**config.mk**
```make
export PLATFORM = sky130hd
export DESIGN_NAME = tuner_pwr_frontend
export DESIGN_NICKNAME = d
export VERILOG_FILES = /design/src/rtl/tuner_phy_pkg.sv /design/src/rtl/tuner_pwr_accum.sv /design/src/rtl/tuner_pwr_frontend.sv
export SDC_FILE = /design/constraint.sdc
export NUM_CORES = 1
export LEC_CHECK = 0
export CAP_MARGIN = 25
export CORE_MARGIN = 4
export CORE_UTILIZATION = 41
export CTS_CLUSTER_DIAMETER = 80
export DETAILED_ROUTE_END_ITERATION = 10
export SYNTH_ARGS = -nofsm -noshare
export SYNTH_HDL_FRONTEND = slang
export SYNTH_SLANG_ARGS = --single-unit
export TNS_END_PERCENT = 5
```
**constraint.sdc**
```tcl
create_clock -name i_clk -period 2.8 [get_ports i_clk]
set_input_delay 0.42 -clock i_clk [delete_from_list [all_inputs] [get_ports i_clk]]
set_output_delay 0.42 -clock i_clk [all_outputs]
set_load 0.1 [all_outputs]
```
**src/rtl/tuner_phy_pkg.sv**
```systemverilog
// Shared types for the tuner PHY datapath.
package tuner_phy_pkg;

   typedef enum logic [1:0] {
      DISABLED = 2'd0,
      SETTLE   = 2'd1,
      ACCUM    = 2'd2
   } tuner_pwr_fe_state_e;

endpackage

```
**src/rtl/tuner_pwr_accum.sv**
```systemverilog
// Power accumulator: sums valid samples until 2^N have been seen and presents the
// truncated mean combinationally alongside the completing sample.
module tuner_pwr_accum #(
   parameter int ADC_WIDTH    = 8,
   parameter int MAX_AVG_LOG2 = 4,
   parameter int N_WIDTH      = $clog2(MAX_AVG_LOG2 + 1)
) (
   input  logic                 i_clk,
   input  logic                 i_rst_n,
   input  logic                 i_clear,
   input  logic                 i_add,
   input  logic [ADC_WIDTH-1:0] i_data,
   input  logic [N_WIDTH-1:0]   i_n,
   output logic                 o_done,
   output logic [ADC_WIDTH-1:0] o_result
);

   localparam int ACC_W = ADC_WIDTH + MAX_AVG_LOG2;
   localparam int CNT_W = MAX_AVG_LOG2 + 1;

   logic [ACC_W-1:0] acc_q, acc_d, acc_sum;
   logic [CNT_W-1:0] cnt_q, cnt_d, cnt_sum;

   always_comb begin
      acc_sum  = acc_q + ACC_W'(i_data);
      cnt_sum  = cnt_q + CNT_W'(1);
      o_done   = i_add && !i_clear && (cnt_sum == (CNT_W'(1) << i_n));
      o_result = ADC_WIDTH'(acc_sum >> i_n);
      acc_d    = acc_q;
      cnt_d    = cnt_q;
      // A completing sample restarts the window on the same edge, so windows run back to back.
      if (i_clear || o_done) begin
         acc_d = '0;
         cnt_d = '0;
      end else if (i_add) begin
         acc_d = acc_sum;
         cnt_d = cnt_sum;
      end
   end

   always_ff @(posedge i_clk or negedge i_rst_n) begin
      if (!i_rst_n) begin
         acc_q <= '0;
         cnt_q <= '0;
      end else begin
         acc_q <= acc_d;
         cnt_q <= cnt_d;
      end
   end

endmodule

```
**src/rtl/tuner_pwr_frontend.sv**
```systemverilog
// Ring-power front end: blanks after every tune change, averages 2^N samples and tags
// each result with the tune code it was measured at.
module tuner_pwr_frontend
   import tuner_phy_pkg::*;
#(
   parameter int ADC_WIDTH    = 8,
   parameter int DAC_WIDTH    = 8,
   parameter int MAX_AVG_LOG2 = 4,
   parameter int SETTLE_WIDTH = 8
) (
   input  logic                              i_clk,
   input  logic                              i_rst_n,
   input  logic                              i_en,
   input  logic [ADC_WIDTH-1:0]              i_adc_data,
   input  logic                              i_adc_val,
   input  logic [DAC_WIDTH-1:0]              i_dig_ring_tune,
   input  logic [$clog2(MAX_AVG_LOG2+1)-1:0] i_cfg_avg_log2,
   input  logic [SETTLE_WIDTH-1:0]           i_cfg_settle_cycles,
   output logic [ADC_WIDTH-1:0]              o_dig_ring_pwr,
   output logic                              o_pwr_val,
   output logic [DAC_WIDTH-1:0]              o_dig_ring_tune_tag,
   output tuner_pwr_fe_state_e               o_state_mon
);

   localparam int N_WIDTH = $clog2(MAX_AVG_LOG2 + 1);

   function automatic logic [N_WIDTH-1:0] sat_avg_log2(input logic [N_WIDTH-1:0] n);
      return (n > N_WIDTH'(MAX_AVG_LOG2)) ? N_WIDTH'(MAX_AVG_LOG2) : n;
   endfunction

   tuner_pwr_fe_state_e     state_q, state_d;
   logic [SETTLE_WIDTH-1:0] settle_cnt_q, settle_cnt_d;
   logic [DAC_WIDTH-1:0]    last_tune_q, last_tune_d;
   logic [DAC_WIDTH-1:0]    win_tag_q, win_tag_d;
   logic [N_WIDTH-1:0]      n_win_q, n_win_d;
   logic [ADC_WIDTH-1:0]    pwr_q, pwr_d;
   logic                    pwr_val_q, pwr_val_d;
   logic [DAC_WIDTH-1:0]    tag_q, tag_d;

   logic                    tune_chg, load_settle, acc_add, acc_clear, acc_done;
   logic [ADC_WIDTH-1:0]    acc_result;

   assign tune_chg = (state_q != DISABLED) && (i_dig_ring_tune != last_tune_q);

   always_ff @(posedge i_clk or negedge i_rst_n) begin
      if (!i_rst_n) state_q <= DISABLED;
      else          state_q <= state_d;
   end

   always_comb begin
      state_d = state_q;
      case (state_q)
         DISABLED: if (i_en) state_d = SETTLE;
         SETTLE: begin
            if (!i_en)                                     state_d = DISABLED;
            else if (tune_chg)                             state_d = SETTLE;
            else if (settle_cnt_q <= SETTLE_WIDTH'(1))     state_d = ACCUM;
         end
         ACCUM: begin
            if (!i_en)         state_d = DISABLED;
            else if (tune_chg) state_d = SETTLE;
         end
         default: state_d = DISABLED;
      endcase
   end

   // A tune change outranks a completing sample: the window is dropped without a pulse.
   always_comb begin
      load_settle  = i_en && ((state_q == DISABLED) || tune_chg);
      acc_add      = (state_q == ACCUM) && i_en && !tune_chg && i_adc_val;
      acc_clear    = (state_q != ACCUM) || !i_en || tune_chg;
      last_tune_d  = i_dig_ring_tune;
      win_tag_d    = load_settle ? i_dig_ring_tune : win_tag_q;
      n_win_d      = ((state_q == SETTLE) && (state_d == ACCUM)) ? sat_avg_log2(i_cfg_avg_log2)
                                                                 : n_win_q;
      settle_cnt_d = settle_cnt_q;
      if ((state_q == SETTLE) && (settle_cnt_q != '0)) settle_cnt_d = settle_cnt_q - SETTLE_WIDTH'(1);
      if (load_settle)                                 settle_cnt_d = i_cfg_settle_cycles;
      if (!i_en)                                       settle_cnt_d = '0;
      pwr_val_d    = acc_done;
      pwr_d        = acc_done ? acc_result : pwr_q;
      tag_d        = acc_done ? win_tag_q  : tag_q;
   end

   always_ff @(posedge i_clk or negedge i_rst_n) begin
      if (!i_rst_n) begin
         settle_cnt_q <= '0;
         last_tune_q  <= '0;
         win_tag_q    <= '0;
         n_win_q      <= '0;
         pwr_q        <= '0;
         pwr_val_q    <= 1'b0;
         tag_q        <= '0;
      end else begin
         settle_cnt_q <= settle_cnt_d;
         last_tune_q  <= last_tune_d;
         win_tag_q    <= win_tag_d;
         n_win_q      <= n_win_d;
         pwr_q        <= pwr_d;
         pwr_val_q    <= pwr_val_d;
         tag_q        <= tag_d;
      end
   end

   tuner_pwr_accum #(
      .ADC_WIDTH    (ADC_WIDTH),
      .MAX_AVG_LOG2 (MAX_AVG_LOG2),
      .N_WIDTH      (N_WIDTH)
   ) u_accum (
      .i_clk    (i_clk),
      .i_rst_n  (i_rst_n),
      .i_clear  (acc_clear),
      .i_add    (acc_add),
      .i_data   (i_adc_data),
      .i_n      (n_win_q),
      .o_done   (acc_done),
      .o_result (acc_result)
   );

   assign o_dig_ring_pwr      = pwr_q;
   assign o_pwr_val           = pwr_val_q;
   assign o_dig_ring_tune_tag = tag_q;
   assign o_state_mon         = state_q;

endmodule

```
==> impl_results.md, run 1 <==
* Post-synth EDFFs at 0
* Most frequent cells in the layout: buf_4, dfrtp_1, o21ai_0, nand2_1, clkdlybuf4s50_1
* Leak at 2.26 nW
* Synthesis Warnings at 0
* Synthesized flop and latch total at 63
* CP Data Arrival Time at 2970 ps
* Max cap viols at 0
* Syn Inst Count at 378
* Combinational power share at 10.6%
* Final std cells w/o fill at 589
* CP max FO at 3
* Gpl congestion at 0.860
* Reg clk slew, reported paths at 80 ps
* Unique masters post-synth at 60
* ANT cells at 0
* Minimum clock period at 2750 ps
* Max Slew Vio Count at 0
* WL final at 9.07 mm
* Grt ovf at 0
* Fin crit share at 98.1%
* Num CTS Buffers at 9
* DIE AREA at 10600 sq um
* Int Power at 1.56 mW
* Setup WS pre-CTS at -517 ps
* Largest net degree at the start of global routing at 41
* Filler cells at 795
* Clock Skew at 12.6 ps
* # port buffers at 49
* CTS Sinks at 63
* Commonest non-fill, non-tap cell in the layout: buf_4
* Die width at 103 um
* Detailed placement HPWL at 6.82 mm
* Vias at 3224
* Register area share after synthesis at 42.7%
* Maximum VDD drop at 209 uV
* Vias in the first global route at 3170
* Core Area at 8720 sq um
* Later-pin clock latency in the skew report at 340 ps
* Clock Power Share at 43.7%
* Flop pwr share at 45.8%
* Status: complete, no violations
* Post-route setup slack at 52.0 ps
* Sw Share at 25.0%
* First-pass GRT wire length at 15.4 mm
* H-tree levels at 3
* Synth-to-layout area growth at 33.7%
* Mapped Area at 3690 sq um
* Synth Net Count at 421
* Routed length per instance at 15.4 um
* Initial core utilization at 42.3%
* Vias/cell at 5.47
* Core Rows at 34
* Power per Cell Area at 422 nW/um^2
* Crit path capture type: flop
* CP startpoint kind: input pin
* RSZ-0062 raised after global routing: yes
* Required time worst endpoint at 3020 ps
* Final hold slack at 71.9 ps
* Storage cell area at 1580 sq um
* Final setup vio count at 0
* Antenna-violating nets left at 0
* Headroom to the max-slew limit at 59.8%
* Dpl cells at 572
* Slew at the pin with the worst max-slew slack at 603 ps
* Die height at 103 um
* Multi-input gate area at 2050 sq um
* Switching power at 0.521 mW
* Gr usage total at 18.4%
* Mean post-synth cell area at 9.77 sq um
* CTS max path bufs at 2
* Ys async rst share at 100%
* Initial drt markers at 103
* CTS tree: done
* Initial DRT Pass Iterations at 4
* Drt drc at 0
* Layout Nets at 519
* Primary FF master, synth: dfrtp_1
* Clk root buf: clkbuf_8
* Fraction of layout cells with a size suffix above 1 at 27.9%
* CP Class: in -> reg
* Initial antenna violation count at 0
* Hold Fails Final Rpt at 0
* Worst Hold Class: in -> async
* Tot Pwr at 2.08 mW
* Fmax at 364 MHz
* I/O pin cnt at 50
-- cells in the mapped netlist (all sizes together) (3+ instances only) --
| master | n | area [sq um] |
|---|---|---|
| a211oi | 6 | 50.1 |
| a21o | 3 | 22.5 |
| a21oi | 15 | 82.6 |
| a22o | 7 | 61.3 |
| a22oi | 3 | 22.5 |
| a31oi | 8 | 50.1 |
| and2 | 3 | 18.8 |
| and3b | 3 | 26.3 |
| buf | 7 | 43.8 |
| clkbuf | 9 | 33.8 |
| dfrtp | 63 | 1580 |
| ha | 11 | 138 |
| inv | 14 | 52.6 |
| mux2 | 21 | 236 |
| mux2i | 8 | 80.1 |
| nand2 | 34 | 128 |
| nand2b | 3 | 18.8 |
| nand3 | 9 | 45.0 |
| nor2 | 26 | 97.6 |
| nor2b | 4 | 27.5 |
| nor3 | 8 | 45.0 |
| nor4 | 6 | 50.0 |
| o211a | 3 | 30.0 |
| o211ai | 6 | 45.0 |
| o21ai | 41 | 209 |
| or3 | 7 | 48.8 |
| or4 | 3 | 22.5 |
| xor2 | 15 | 131 |
-- area by class of cell --
| cell class | instances | area share [%] |
|---|---|---|
| clock buffer | 9 | 2.51 |
| clock inverter | 7 | 2.13 |
| inverter | 14 | 1.06 |
| multi-input combinational | 285 | 41.5 |
| sequential | 63 | 31.9 |
| tap | 108 | 2.74 |
| timing repair buffer | 103 | 18.1 |
-- timing repair --
item	4_1_cts	5_1_grt
hold buffers	0	0
gates resized for setup	3	12
setup endpoints to repair	3	8
buffers inserted	0	1
endpoints found under the hold margin	0	0
pin swaps	2	11
-- power groups by stage --
| stage | combinational (mW) | sequential, mW | clock (mW) |
|---|---|---|---|
| 2_1_floorplan | 0.0962 | 0.970 | 0 |
| 3_3_place_gp | 0.215 | 0.969 | 0 |
| 3_5_place_dp | 0.218 | 0.971 | 0 |
| 4_1_cts | 0.221 | 0.952 | 0.937 |
| 5_1_grt | 0.244 | 0.957 | 0.977 |
| 6_report | 0.220 | 0.953 | 0.909 |
-- final timing paths --
check / startpoint / end / slack (ps) / depth (start not counted)
max in group asynchronous: i_rst_n / u_accum.cnt_q[4]$_DFFE_PN0P_ / 2100 / 2
setup reg to reg: u_accum.acc_q[0]$_DFFE_PN0P_ / o_dig_ring_pwr[1]$_DFFE_PN0P_ / 170 / 11
setup / recovery: i_adc_data[1] / o_dig_ring_pwr[0]$_DFFE_PN0P_ / 50 / 9
min in group i_clk: u_accum.acc_q[2]$_DFFE_PN0P_ / u_accum.acc_q[2]$_DFFE_PN0P_ / 500 / 2
hold / removal: i_rst_n / o_pwr_val$_DFF_PN0_ / 70 / 1
hold reg to reg: u_accum.acc_q[2]$_DFFE_PN0P_ / u_accum.acc_q[2]$_DFFE_PN0P_ / 500 / 2
-- worst max-delay path, stage by stage --
cell and delay [ps]:
clkdlybuf4s50_1 420, buf_4 140, ha_1 310, a211oi_2 280, o21ai_0 160, xor2_1 200, mux2_2 300, mux4_2 470
mux2_2 270
-- flip-flops by register name (all words and copies together) (netlist names), 2 cells and up --
register	count
o_dig_ring_pwr	8
u_accum.cnt_q	5
win_tag_q	8
last_tune_q	8
o_state_mon	2
o_dig_ring_tune_tag	8
settle_cnt_q	8
n_win_q	3
u_accum.acc_q	12
-- cells by family (layout without fill, tap and decap cells) --
group / after synthesis / after routing / share of synthesized area (%)
compound gates: 108 / 108 / 19.3
xor+xnor: 17 / 17 / 4.03
fa+ha+maj: 12 / 12 / 4.27
buf+inv: 30 / 133 / 3.52
flops: 63 / 63 / 42.7
mux: 31 / 31 / 9.79
simple gates: 117 / 117 / 16.4
-- per-stage QoR --
stage | utilization (%) | setup TNS, ps | instance area [sq um]
floorplan | - | 0 | 3690
global placement | 53.2 | -3260 | 4640
detailed placement | 53.2 | -2970 | 4640
CTS | 56.0 | 0 | 4880
global route | 56.6 | -62.1 | 4940
finish | 56.6 | 0 | 4940
-- per-layer routing --
metal | global-route usage (%) | wire (um) | vias up
met5 | 0 | 0 | -
met4 | 7.87 | 211 | 0
met3 | 3.04 | 434 | 17
met2 | 28.3 | 4140 | 67
met1 | 25.7 | 4290 | 1553
li1 | - | - | 1587
Power figures use the tool's default switching activity.
==> run 2: changes to the inputs <==
- ABC_AREA: not set -> 1
==> run 2 against run 1 <==
Clock skew decreased by 5.9 ps. Power grew 19%. Register-to-register slack improved by 420 ps. Sequential power is 7% higher. Core utilization fell by 4.4 points. Maximum frequency increased by 17%. Via count increased by 8.9%. Clock-buffer cell count grew 2. Wire length increased by 4.4%.
==> impl_results.md, run 2 <==
* Status: complete, no violations
* DIE AREA at 10900 sq um
* Critical path's most frequent cell: nand2_1
* Die width at 104 um
* Unique masters post-synth at 34
* Detailed placement HPWL at 7.21 mm
* Crit path capture type: flop
* Initial DRT Pass Iterations at 5
* Register with the most flip-flops: u_accum.acc_q
* Synth Net Count at 570
* CP max stage cell: clkdlybuf4s50_1
* Largest net degree at the start of global routing at 34
* Critical path's largest stage delay at 460 ps
* Minimum clock period at 2340 ps
* Synth top area cells: dfrtp_1, nand2_1, nand3_1
* CP startpoint kind: input pin
* M2 GR Usage at 31.8%
* WL final at 9.48 mm
* Top post-synthesis cells by count: nand2_1, nand3_1, dfrtp_1
* Ys async rst share at 100%
* Synth-to-layout area growth at 21.6%
* Reg clk slew, reported paths at 70 ps
* Antenna-violating nets left at 0
* Most used standard cell by instance count after synthesis: nand2_1
* Fin area at 4620 sq um
* Post-synth EDFFs at 0
* Die height at 104 um
* Postcts setup bufs at 0
* Yosys top cell area share at 41.5%
* Worst r2r path cells at 12
* Commonest non-fill, non-tap cell in the layout: nand2_1
* Syn Inst Count at 527
* Primary FF master, synth: dfrtp_1
* Initial drt markers at 115
* Vias at 3512
* CP max FO at 3
* Later-pin clock latency in the skew report at 350 ps
* Register area share after synthesis at 41.5%
* Vias in the first global route at 3601
* Synthesized flop and latch total at 63
* Initial antenna violation count at 0
* Busiest layer in global routing: met2
* Most frequent cells in the layout: nand2_1, nand3_1, dfrtp_1, inv_1, nor2_1
* Hold Fails Final Rpt at 0
* CP Depth at 15
* Drt drc at 0
* GRT met1 Usage at 23.6%
* I/O pin cnt at 50
* Gpl congestion at 0.918
* Critical path capture point: o_dig_ring_pwr[3]$_DFFE_PN0P_
* CTS resizes at 0
* Vias/cell at 5.03
* Gr usage total at 18.7%
* Required time worst endpoint at 3080 ps
* Layout Nets at 628
* # port buffers at 49
* Post-synth top area cell: dfrtp_1
* Leak at 2.38 nW
* Clock Skew at 6.65 ps
* Reg-to-Reg Start: n_win_q[2]$_DFFE_PN0P_
* CP Class: in -> reg
* Reg2reg end: u_accum.acc_q[11]$_DFFE_PN0P_
* CTS tree: done
* Setup crit start: i_adc_data[0]
* Headroom to the max-slew limit at 51.6%
* Mapped Area at 3800 sq um
* Max cap viols at 0
* CP cell instances: clkdlybuf4s50_1, ha_1, inv_1, fa_1, inv_1, nand3_1, nand2_1, nand2_1, nand2_1, nand3_1, nand3_1, nand2_1, nand2_1, nand3_1, a21oi_1
* Setup TNS Final at 0 ps
* Post-DP Area at 4400 sq um
* Clk root buf: clkbuf_8
* ANT cells at 0
* R2R Setup Slk at 590 ps
* Filler cells at 926
* Max Slew Vio Count at 0
* Tot Pwr at 2.49 mW
* Final setup vio count at 0
* Worst Hold Class: in -> async
* RSZ-0062 raised after global routing: no
* Met3 GRT Util at 4.72%
* Core Rows at 34
* Mean post-synth cell area at 7.21 sq um
* Initial core utilization at 42.9%
* Power per Cell Area at 538 nW/um^2
* Core Area at 8850 sq um
* Synthesis Warnings at 0
* CTS Sinks at 63
* Fmax at 427 MHz
* Fraction of layout cells with a size suffix above 1 at 11.7%
* Num CTS Buffers at 9
* CTS max path bufs at 2
* Max reg flops at 12
* CP top delay family: simple AND/OR/NAND/NOR gates
* Maximum VDD drop at 247 uV
* Fin crit share at 83.7%
* Worst path bufs/invs at 3
* H-tree levels at 3
* Slew at the pin with the worst max-slew slack at 726 ps
* Hold buffer count at CTS at 0
* Routed length per instance at 13.6 um
* Grt ovf at 0
* CP Data Arrival Time at 2620 ps
* First-pass GRT wire length at 16.7 mm
[run 2: cell types whose count changed after synthesis, sizes merged, moves of 7 or more]
cell	delta
a22o	-7
a31oi	-7
inv	+51
mux2	-16
mux2i	-8
nand2	+137
nand3	+64
nor2	+15
o21ai	-17
or3	-7
xor2	-9
[run 2: area by class of cell]
class                      instances  area, sq um  share of cell area (%)
sequential                        63         1580                    34.1
inverter                          70          264                    5.72
clock buffer                      11          141                    3.06
multi-input combinational        383         1900                    41.2
clock inverter                     5         81.3                    1.76
tap                              108          135                    2.93
timing repair buffer              58          518                    11.2
[run 2: worst min path at each step]
stage	start	endpoint	slack [ps]	cells after the start
floorplan	i_rst_n	last_tune_q[0]$_DFF_PN0_	120	0
global placement	win_tag_q[4]$_DFFE_PN0P_	o_dig_ring_tune_tag[4]$_DFFE_PN0P_	440	2
detailed placement	win_tag_q[5]$_DFFE_PN0P_	o_dig_ring_tune_tag[5]$_DFFE_PN0P_	460	2
CTS	i_rst_n	u_accum.acc_q[5]$_DFFE_PN0P_	160	1
global route	i_rst_n	u_accum.acc_q[2]$_DFFE_PN0P_	180	1
finish	i_rst_n	u_accum.acc_q[2]$_DFFE_PN0P_	130	1
[run 2: layer usage]
metal | part of all wire (%) | vias up | wire length (um)
li1 | - | 1811 | -
met1 | 46 | 1607 | 4380
met2 | 48 | 83 | 4530
met3 | 4.7 | 11 | 446
met4 | 1.3 | 0 | 121
met5 | 0 | - | 0
[run 2: power by group]
part / internal [mW] / total (mW) / switching (mW)
Clock: 0.526 / 0.903 / 0.377
Combinational: 0.213 / 0.560 / 0.347
Sequential: 0.952 / 1.02 / 0.0697
Total: 1.69 / 2.49 / 0.795
[run 2: kinds of logic (layout without fill, tap and decap cells)]
| kind of cell | Yosys count | in the layout | share of synthesized area (%) |
|---|---|---|---|
| buffers and inverters | 81 | 144 | 8.40 |
| AO/OA/AOI/OAI | 47 | 47 | 6.79 |
| AND/OR/NAND/NOR | 305 | 305 | 34.5 |
| multiplexers | 5 | 5 | 1.48 |
| XOR/XNOR | 14 | 14 | 3.23 |
| adder cells (fa/ha/maj) | 12 | 12 | 4.15 |
| flip-flops | 63 | 63 | 41.5 |
[run 2: metrics by stage]
step | hold slack [ps] | setup slack, ps | cells | utilization [%]
global placement | 445 | 165 | 682 | 49.7
CTS | 155 | 479 | 698 | 52.2
global route | 183 | 269 | 698 | 52.2
finish | 128 | 456 | 698 | 52.2
floorplan | 124 | 626 | 527 | -
detailed placement | 456 | 128 | 682 | 49.7
==> run 3: changes to the inputs <==
- clock period: 2.8 -> 2.1 ns (I/O delays scaled with it)
==> run 3 against run 2 <==
Critical endpoint unchanged. Sequential share of layout area is 3.5 points lower. Largest power group unchanged. Core utilization is 5.9 points higher. First-iteration DRC count is 43% higher. Critical path type is now reg -> reg. Global-route usage is 0.30 points higher. Clock power is 20% higher.
==> impl_results.md, run 3 (synthesized netlist as in run 2, its figures left out) <==
* Max Slew Vio Count at 0
* Initial core utilization at 42.9%
* Required time worst endpoint at 2330 ps
* CP max FO at 6
* Flop pwr share at 40.0%
* Filler cells at 864
* Max cap viols at 0
* Commonest non-fill, non-tap cell in the layout: nand2_1
* Crit path capture type: flop
* H-tree levels at 3
* Maximum VDD drop at 393 uV
* Clk root buf: clkbuf_8
* Drt drc at 0
* Grt ovf at 0
* Layout Nets at 672
* Later-pin clock latency in the skew report at 350 ps
* CTS Sinks at 63
* Leak at 2.64 nW
* CP startpoint kind: flop
* Most frequent cells in the layout: nand2_1, buf_4, dfrtp_1, nand3_1, inv_1
* CTS tree: done
* Minimum clock period at 1980 ps
* Status: complete, no violations
* Setup TNS Final at 0 ps
* Register with the most flip-flops: u_accum.acc_q
* ANT cells at 0
* Combinational power share at 27.5%
* Int Power at 2.18 mW
* RSZ-0062 raised after global routing: yes
* Routed length per instance at 13.4 um
* Detailed placement HPWL at 7.37 mm
* Vias/cell at 5.05
* Worst Hold Class: in -> reg
* Initial DRT Pass Iterations at 5
* Num CTS Buffers at 9
* Die height at 104 um
* Initial drt markers at 165
* Switching power at 1.13 mW
* Fin crit share at 94.2%
* Gr usage total at 19.0%
* Antenna-violating nets left at 0
* Fmax at 505 MHz
* Core Area at 8850 sq um
* WL final at 9.93 mm
* # port buffers at 49
* Synth-to-layout area growth at 35.4%
* Fraction of layout cells with a size suffix above 1 at 24.9%
* DIE AREA at 10900 sq um
* Vias at 3747
* Die width at 104 um
* Initial antenna violation count at 0
* Hold Fails Final Rpt at 0
* Slew at the pin with the worst max-slew slack at 371 ps
* Reg clk slew, reported paths at 80 ps
* First-pass GRT wire length at 17.1 mm
* Power per Cell Area at 644 nW/um^2
* Sw Share at 34.1%
* Largest net degree at the start of global routing at 64
* Max reg flops at 12
* Gpl congestion at 0.874
* CP Class: reg -> reg
* Clock Skew at 11.0 ps
* CTS max path bufs at 2
* Post-route setup slack at 121 ps
* Clock Power Share at 32.5%
* Final setup vio count at 0
* Vias in the first global route at 3750
* CP Data Arrival Time at 2210 ps
* Core Rows at 34
* I/O pin cnt at 50
* Setup WS pre-CTS at -414 ps
* Headroom to the max-slew limit at 75.1%
run 3: changes by cell type in the layout (fill, tap and decap cells not counted), sizes merged:
cell | previous run | this run
buf | 29 | 72
clkbuf | 11 | 9
inv | 65 | 67
bufinv | 2 | 1
clkdlybuf4s50 | 29 | 28
clkinvlp | 1 | 2
dlygate4sd3 | 0 | 1
dlymetal6s2s | 0 | 1
run 3: per-stage QoR:
step / std cells / hold slack, ps / power [mW] / cell area (sq um) / utilization [%]
2_1_floorplan: 527 / 19.4 / 1.90 / 3800 / -
3_3_place_gp: 723 / 360 / 2.20 / 4710 / 53.2
3_5_place_dp: 723 / 356 / 2.21 / 4710 / 53.2
4_1_cts: 740 / 457 / 3.30 / 4940 / 55.9
5_1_grt: 742 / 406 / 3.52 / 5140 / 58.1
6_report: 742 / 379 / 3.32 / 5140 / 58.1
run 3: power groups by stage:
stage	Combinational, mW	Sequential (mW)	Clock [mW]
after floorplan	0.556	1.35	0
after global placement	0.853	1.35	0
after detailed placement	0.857	1.35	0
after CTS	0.868	1.33	1.11
after global routing	1.02	1.33	1.17
final	0.912	1.33	1.08
run 3: worst max-delay path: stages, from the launching register on:
cell and delay, ps:
dfrtp_1 380, ha_1 240, or2_1 240, nand3_1 80, nand2_1 70, nor2_2 100
nand2_1 70, nor2_2 140, nand3_4 150, buf_4 190, a21oi_1 130, a21oi_1 90
run 3: final timing paths:
kind / to / slack [ps] / start / cells past startpoint
worst max-delay path: o_dig_ring_pwr[3]$_DFFE_PN0P_ / 120 / u_accum.cnt_q[0]$_DFFE_PN0P_ / 11
worst min-delay path: u_accum.acc_q[0]$_DFFE_PN0P_ / 380 / i_adc_data[0] / 4
worst max register to register: o_dig_ring_pwr[3]$_DFFE_PN0P_ / 120 / u_accum.cnt_q[0]$_DFFE_PN0P_ / 11
worst min register to register: o_dig_ring_tune_tag[4]$_DFFE_PN0P_ / 470 / win_tag_q[4]$_DFFE_PN0P_ / 2
max in group asynchronous: o_state_mon[1]$_DFF_PN0_ / 1310 / i_rst_n / 3
min in group asynchronous: u_accum.acc_q[6]$_DFFE_PN0P_ / 500 / i_rst_n / 3
run 3: per-layer routing:
layer	part of all wire, %	global-route usage (%)	wire [um]
met1	43	23.8	4300
met2	51	33.1	5110
met3	4.4	3.97	440
met4	0.77	5.41	76
met5	0	0	0
run 3: what timing repair did:
action                                  4_1_cts  5_1_grt
setup buffers                                 0        2
endpoints found under the setup margin        5       39
hold endpoints to repair                     63        0
resized for setup                             9       47
pin swaps                                     1        7
hold buffers                                  1        0
run 3: cell type report:
class	instances	area [sq um]	share of cell area (%)
clock buffer	9	124	2.41
clock inverter	7	72.6	1.41
inverter	70	268	5.20
multi-input combinational	383	2110	41.1
sequential	63	1580	30.7
tap	108	135	2.63
timing repair buffer	102	853	16.6
